<file path="src/rtl/piece_dispenser_pkg.sv">
// Shared game definitions: shape encoding, dispenser FSM states and a
// helper that picks the lowest shape still missing from the current bag.
package piece_dispenser_pkg;

  localparam int SHAPE_W    = 3;
  localparam int NUM_SHAPES = 7;
  localparam logic [SHAPE_W-1:0] SHAPE_NONE = 3'd7;

  localparam logic [SHAPE_W-1:0] SHAPE_I = 3'd0;
  localparam logic [SHAPE_W-1:0] SHAPE_O = 3'd1;
  localparam logic [SHAPE_W-1:0] SHAPE_T = 3'd2;
  localparam logic [SHAPE_W-1:0] SHAPE_S = 3'd3;
  localparam logic [SHAPE_W-1:0] SHAPE_Z = 3'd4;
  localparam logic [SHAPE_W-1:0] SHAPE_J = 3'd5;
  localparam logic [SHAPE_W-1:0] SHAPE_L = 3'd6;

  typedef enum logic {
    FILL = 1'b0,
    FULL = 1'b1
  } disp_state_t;

  function automatic logic [SHAPE_W-1:0] lowest_free(input logic [NUM_SHAPES-1:0] mask);
    lowest_free = SHAPE_NONE;
    for (int i = NUM_SHAPES - 1; i >= 0; i--) begin
      if (!mask[i]) lowest_free = SHAPE_W'(i);
    end
  endfunction

endpackage

</file>
<file path="src/rtl/piece_queue.sv">
// CAP-entry shift FIFO of shape ids; slot 0 is the current piece and
// slots 1..PREVIEW_DEPTH feed the preview display. Empty slots hold SHAPE_NONE.
module piece_queue
  import piece_dispenser_pkg::*;
#(
  parameter int PREVIEW_DEPTH = 3
) (
  input  logic                               clk,
  input  logic                               reset,
  input  logic                               push,
  input  logic                               pop,
  input  logic [SHAPE_W-1:0]                 push_id,
  output logic [2:0]                         count,
  output logic [SHAPE_W-1:0]                 head,
  output logic [SHAPE_W*PREVIEW_DEPTH-1:0]   preview
);

  localparam int CAP = PREVIEW_DEPTH + 1;

  logic [SHAPE_W-1:0] r_slot      [CAP];
  logic [SHAPE_W-1:0] w_slot_next [CAP];
  logic [2:0]         r_count;
  logic [2:0]         w_count_next;
  logic [2:0]         w_wr_idx;

  // On a simultaneous pop the tail has already moved down by one.
  assign w_wr_idx     = pop ? (r_count - 3'd1) : r_count;
  assign w_count_next = r_count + {2'b00, push} - {2'b00, pop};

  always_comb begin
    for (int i = 0; i < CAP; i++) begin
      w_slot_next[i] = r_slot[i];
    end
    if (pop) begin
      for (int i = 0; i < CAP - 1; i++) begin
        w_slot_next[i] = r_slot[i+1];
      end
      w_slot_next[CAP-1] = SHAPE_NONE;
    end
    for (int i = 0; i < CAP; i++) begin
      if (push && (w_wr_idx == 3'(i))) w_slot_next[i] = push_id;
    end
  end

  always_ff @(posedge clk) begin
    if (reset) begin
      for (int i = 0; i < CAP; i++) begin
        r_slot[i] <= SHAPE_NONE;
      end
      r_count <= 3'd0;
    end else begin
      for (int i = 0; i < CAP; i++) begin
        r_slot[i] <= w_slot_next[i];
      end
      r_count <= w_count_next;
    end
  end

  genvar gi;
  generate
    for (gi = 0; gi < PREVIEW_DEPTH; gi++) begin : g_preview
      assign preview[gi*SHAPE_W +: SHAPE_W] = r_slot[gi+1];
    end
  endgenerate

  assign head  = r_slot[0];
  assign count = r_count;

endmodule

</file>
<file path="src/rtl/piece_dispenser.sv">
// Seven-bag piece scheduler: filters the LFSR stream against the current bag,
// forces a draw after a run of rejects, and keeps the upcoming-piece queue filled.
module piece_dispenser
  import piece_dispenser_pkg::*;
#(
  parameter int PREVIEW_DEPTH = 3,
  parameter int STARVE_LIMIT  = 63
) (
  input  logic                           clk,
  input  logic                           reset,
  input  logic [2:0]                     rnd_id,
  input  logic                           take,
  output logic                           piece_valid,
  output logic [2:0]                     piece_id,
  output logic [3*PREVIEW_DEPTH-1:0]     preview_ids,
  output logic [2:0]                     count,
  output logic                           take_err
);

  localparam int CAP      = PREVIEW_DEPTH + 1;
  localparam int STARVE_W = (STARVE_LIMIT < 1) ? 1 : $clog2(STARVE_LIMIT + 1);
  localparam logic [STARVE_W-1:0] STARVE_MAX = STARVE_W'(STARVE_LIMIT);
  localparam logic [2:0]          CAP_CNT    = 3'(CAP);

  disp_state_t                r_state, w_state_next;
  logic [NUM_SHAPES-1:0]      r_bag, w_bag_next, w_bag_set;
  logic [STARVE_W-1:0]        r_starve, w_starve_next;
  logic                       r_take_err;
  logic                       w_push, w_pop;
  logic [SHAPE_W-1:0]         w_push_id;
  logic [2:0]                 w_count, w_count_next;
  logic [NUM_SHAPES:0]        w_taken;

  // Bit 7 is permanently "taken" so the raw value 7 is rejected by the same lookup.
  assign w_taken = {1'b1, r_bag};
  assign w_pop   = take && (w_count != 3'd0);

  always_comb begin
    w_push        = 1'b0;
    w_push_id     = SHAPE_NONE;
    w_starve_next = r_starve;
    w_bag_set     = r_bag;
    w_bag_next    = r_bag;
    if (r_state == FILL) begin
      if (r_starve == STARVE_MAX) begin
        w_push    = 1'b1;
        w_push_id = lowest_free(r_bag);
      end else if (!w_taken[rnd_id]) begin
        w_push    = 1'b1;
        w_push_id = rnd_id;
      end
      if (w_push) begin
        w_starve_next = '0;
        w_bag_set     = r_bag | (7'd1 << w_push_id);
        w_bag_next    = (&w_bag_set) ? '0 : w_bag_set;
      end else begin
        w_starve_next = r_starve + 1'b1;
      end
    end
    w_count_next = w_count + {2'b00, w_push} - {2'b00, w_pop};
    w_state_next = (w_count_next == CAP_CNT) ? FULL : FILL;
  end

  always_ff @(posedge clk) begin
    if (reset) begin
      r_state    <= FILL;
      r_bag      <= '0;
      r_starve   <= '0;
      r_take_err <= 1'b0;
    end else begin
      r_state    <= w_state_next;
      r_bag      <= w_bag_next;
      r_starve   <= w_starve_next;
      r_take_err <= r_take_err | (take && (w_count == 3'd0));
    end
  end

  piece_queue #(
    .PREVIEW_DEPTH (PREVIEW_DEPTH)
  ) u_queue (
    .clk     (clk),
    .reset   (reset),
    .push    (w_push),
    .pop     (w_pop),
    .push_id (w_push_id),
    .count   (w_count),
    .head    (piece_id),
    .preview (preview_ids)
  );

  assign count       = w_count;
  assign piece_valid = (w_count != 3'd0);
  assign take_err    = r_take_err;

endmodule

</file>
<file path="config.mk">
export PLATFORM = sky130hd
export DESIGN_NAME = piece_dispenser
export DESIGN_NICKNAME = d
export VERILOG_FILES = /design/src/rtl/piece_dispenser_pkg.sv /design/src/rtl/piece_queue.sv /design/src/rtl/piece_dispenser.sv
export SDC_FILE = /design/constraint.sdc
export NUM_CORES = 1
export LEC_CHECK = 0
export ABC_AREA = 1
export CELL_PAD_IN_SITES_DETAIL_PLACEMENT = 1
export CELL_PAD_IN_SITES_GLOBAL_PLACEMENT = 2
export CORE_MARGIN = 2
export CORE_UTILIZATION = 33
export CTS_CLUSTER_DIAMETER = 200
export DETAILED_ROUTE_END_ITERATION = 6
export PLACE_DENSITY_LB_ADDON = 0.1
export RECOVER_POWER = 50
export SLEW_MARGIN = 20
export SYNTH_ARGS = -nofsm -noshare
export SYNTH_HDL_FRONTEND = slang
export SYNTH_SLANG_ARGS = --single-unit
export TNS_END_PERCENT = 100
</file>
<file path="constraint.sdc">
create_clock -name clk -period 5.1 [get_ports clk]
set_clock_uncertainty 0.05 [all_clocks]
set_input_delay 0.765 -clock clk [delete_from_list [all_inputs] [get_ports clk]]
set_output_delay 0.765 -clock clk [all_outputs]
set_load 0.05 [all_outputs]
</file>
==> results_dict.tcl <==
set metrics [dict create \
    hold_path.class "reg2reg" \
    combinationalPowerShare 0.543 \
    clock_path_buffers 2 \
    dr.first_iter.drc_count 49 \
    drt-pass1-iter-count 4 \
    outcome "finished, final reports clean" \
    vias 1682 \
    p_leak_nw 0.906 \
    crit_type "in2reg" \
    clk_latency_ps 290 \
    whs_endpoint "take_err$_SDFF_PP0_" \
    synth_seq_cells 30 \
    cts_setup_buffers 0 \
    antenna_found_initial 0 \
    critPathCaptureType "flop" \
    setup_viol 0 \
    track_usage 0.176 \
    grt_overflow 0 \
    yosysUniqueCellTypes 30 \
    peakVddDrop_mv 0.400 \
    cp-start-kind "input port" \
    post_cts_resized 0 \
    nets 291 \
    crit_path_max_fanout 6 \
    synth_top_area_share 0.338 \
    drive_gt1_frac 0.125 \
    diodes 0 \
    cts.htree.levels 2 \
    hold_depth 2 \
    r2r_end "r_state$_SDFF_PP0_" \
    tns_ps 0 \
    syn_inst 253 \
    r2r-start "u_queue.count[1]$_SDFF_PP0_" \
    syn_to_final_growth_pct 21.0 \
    clkPwrFrac 0.161 \
    place_ws_ps 1720 \
    p_switching_mw 0.570 \
    coreArea_um2 5140 \
    yosysWarnings 0 \
    period_minus_slack_ps 3070 \
    ys_top_cells_by_area "dfxtp_1 34%, nand2_1 14%, nand3_1 6.5%" \
    drc 0 \
    routabilityCongestion 0.839 \
    dp_hpwl_um 3650 \
    worstPathRequired_ps 5260 \
    hold_buffers 0 \
    start_util 0.346 \
    cts_tree "yes" \
    finalCritPeriodShare 0.601 \
    p_per_area_nw_per_um2 532 \
    reg2reg_slack_ps 2500 \
    die_x_um 77.4 \
    synth_edf_count 0 \
    min_from "take_err$_SDFF_PP0_" \
    maxSlewHeadroom 0.627 \
    ios 23 \
    dieArea_um2 5990 \
    routed_wl_um 4770 \
    maxCapViolCount 0 \
    syn-cell-area_um2 1780 \
    synth.avg_cell_area_um2 7.03 \
    fmax_ghz 0.326 \
    io_buffers 22 \
    wire_per_inst_um 13.7 \
    vias_per_cell 4.82 \
    clock-root-buffer "clkbuf_8" \
    ys_seq_area_frac 0.338 \
    p_int_mw 0.575 \
    ant_nets 0 \
    async_reset_ff_frac 0 \
    synth_nets 265 \
    worst_pin_slew_ps 556 \
    hold_viol 0 \
    rsz0062_at_grt "no" \
    clk_pin_slew_worst_paths_ps 60 \
    swShare 0.498 \
    yosysTopAreaCell "dfxtp_1" \
    setup_ws_ps 2030 \
    cts_sinks 30 \
    grt_max_degree 20 \
    synthFlopType "dfxtp_1" \
    reg2regPathDepth 12 \
    cts_buffers 5 \
    grt_pass1_wl_um 8330 \
    die_h_um 77.4 \
    rows 26 \
    worst_ep_arrival_time_ps 3220 \
    drv_slew 0 \
    first_global_vias 1728 \
    seq_power_share 0.296 \
]
worst max path at each step:
stage	startpoint	endpoint	slack [ps]	cells past startpoint
floorplan	u_queue.count[1]$_SDFF_PP0_	r_state$_SDFF_PP0_	1930	13
global placement	rnd_id[0]	r_state$_SDFF_PP0_	1820	15
detailed placement	rnd_id[0]	r_state$_SDFF_PP0_	1720	15
CTS	rnd_id[0]	r_state$_SDFF_PP0_	2010	15
global route	rnd_id[0]	r_state$_SDFF_PP0_	1790	15
finish	rnd_id[0]	r_state$_SDFF_PP0_	2030	15
cell type report:
| cell class | count | area, µm² |
|---|---|---|
| Clock buffer | 7 | 76.3 |
| Fill cell | 696 | 2990 |
| Inverter | 34 | 129 |
| Multi-Input combinational cell | 186 | 1040 |
| Sequential cell | 30 | 601 |
| Tap cell | 70 | 87.6 |
| Timing Repair Buffer | 22 | 220 |
through the flow:
step	total power, mW	area, µm²	instances	hold slack (ps)	util
2_1_floorplan	0.801	1780	253	408	-
3_3_place_gp	0.980	2080	342	386	0.404
3_5_place_dp	0.985	2080	342	394	0.404
4_1_cts	1.18	2150	349	404	0.419
5_1_grt	1.25	2150	349	447	0.419
6_report	1.15	2150	349	397	0.419
cell families after synthesis:
kind of cell	synth area share
flip-flops	0.338
XOR/XNOR	0.0345
AO/OA/AOI/OAI	0.110
adder cells (fa/ha/maj)	0.0464
buffers and inverters	0.0788
AND/OR/NAND/NOR	0.393
power groups by stage:
stage / combinational [mW] / clock (mW) / sequential (mW)
after floorplan: 0.338 / 0 / 0.463
after CTS: 0.645 / 0.190 / 0.342
after global placement: 0.634 / 0 / 0.346
after detailed placement: 0.640 / 0 / 0.346
final: 0.622 / 0.185 / 0.339
after global routing: 0.698 / 0.203 / 0.350
synthesized netlist by cell type, drive strengths merged, types with 3 or more instances:
| master | n |
|---|---|
| a21oi | 12 |
| clkbuf | 3 |
| dfxtp | 30 |
| ha | 5 |
| inv | 32 |
| nand2 | 77 |
| nand3 | 28 |
| nand4 | 7 |
| nor2 | 26 |
| nor3 | 3 |
| o2111ai | 3 |
| o21ai | 9 |
| o22ai | 3 |
| xor2 | 6 |
worst max-delay path, cell delays in order:
cell	delay, ps
clkdlybuf4s50_1	560
inv_1	90
nand2_1	70
nand3_1	80
nand3_2	120
nand2_1	70
nand2_2	100
nand2_2	100
ha_1	290
inv_1	40
ha_1	180
fa_1	370
xor2_1	160
nand2_1	90
nor3_1	140
layout by cell type (no fill, tap or decap), types with 2 or more instances in the layout:
master | Yosys | final
nor2_4 | 4 | 4
dlygate4sd3_1 | 0 | 17
inv_2 | 3 | 3
nand2_1 | 65 | 65
ha_1 | 5 | 5
dfxtp_1 | 30 | 30
o2111ai_1 | 3 | 3
o22ai_1 | 3 | 3
o21ai_0 | 8 | 8
nand3_1 | 23 | 23
nor3_1 | 2 | 2
clkbuf_1 | 3 | 2
nand3_2 | 5 | 5
clkdlybuf4s50_1 | 0 | 5
xor2_1 | 6 | 6
o211ai_1 | 2 | 2
nand2_2 | 11 | 11
inv_1 | 29 | 29
nand4_1 | 6 | 6
nor2_1 | 22 | 22
a21oi_1 | 12 | 12
clkbuf_8 | 0 | 5
registers in the layout, indices dropped and copies added, names as in the netlist:
name and cells:
r_bag 7, r_starve 6, r_state 1, take_err 1, u_queue.count 3, u_queue.r_slot 12
layer usage:
| layer | global-route usage | routed length, µm | vias up |
|---|---|---|---|
| met2 | 0.281 | 2180 | 28 |
| met5 | 0 | 0 | - |
| met1 | 0.234 | 2330 | 779 |
| met3 | 0.0442 | 201 | 6 |
| met4 | 0.0536 | 56 | 0 |
| li1 | - | - | 869 |
No activity file was read; power rests on OpenSTA's default activity.
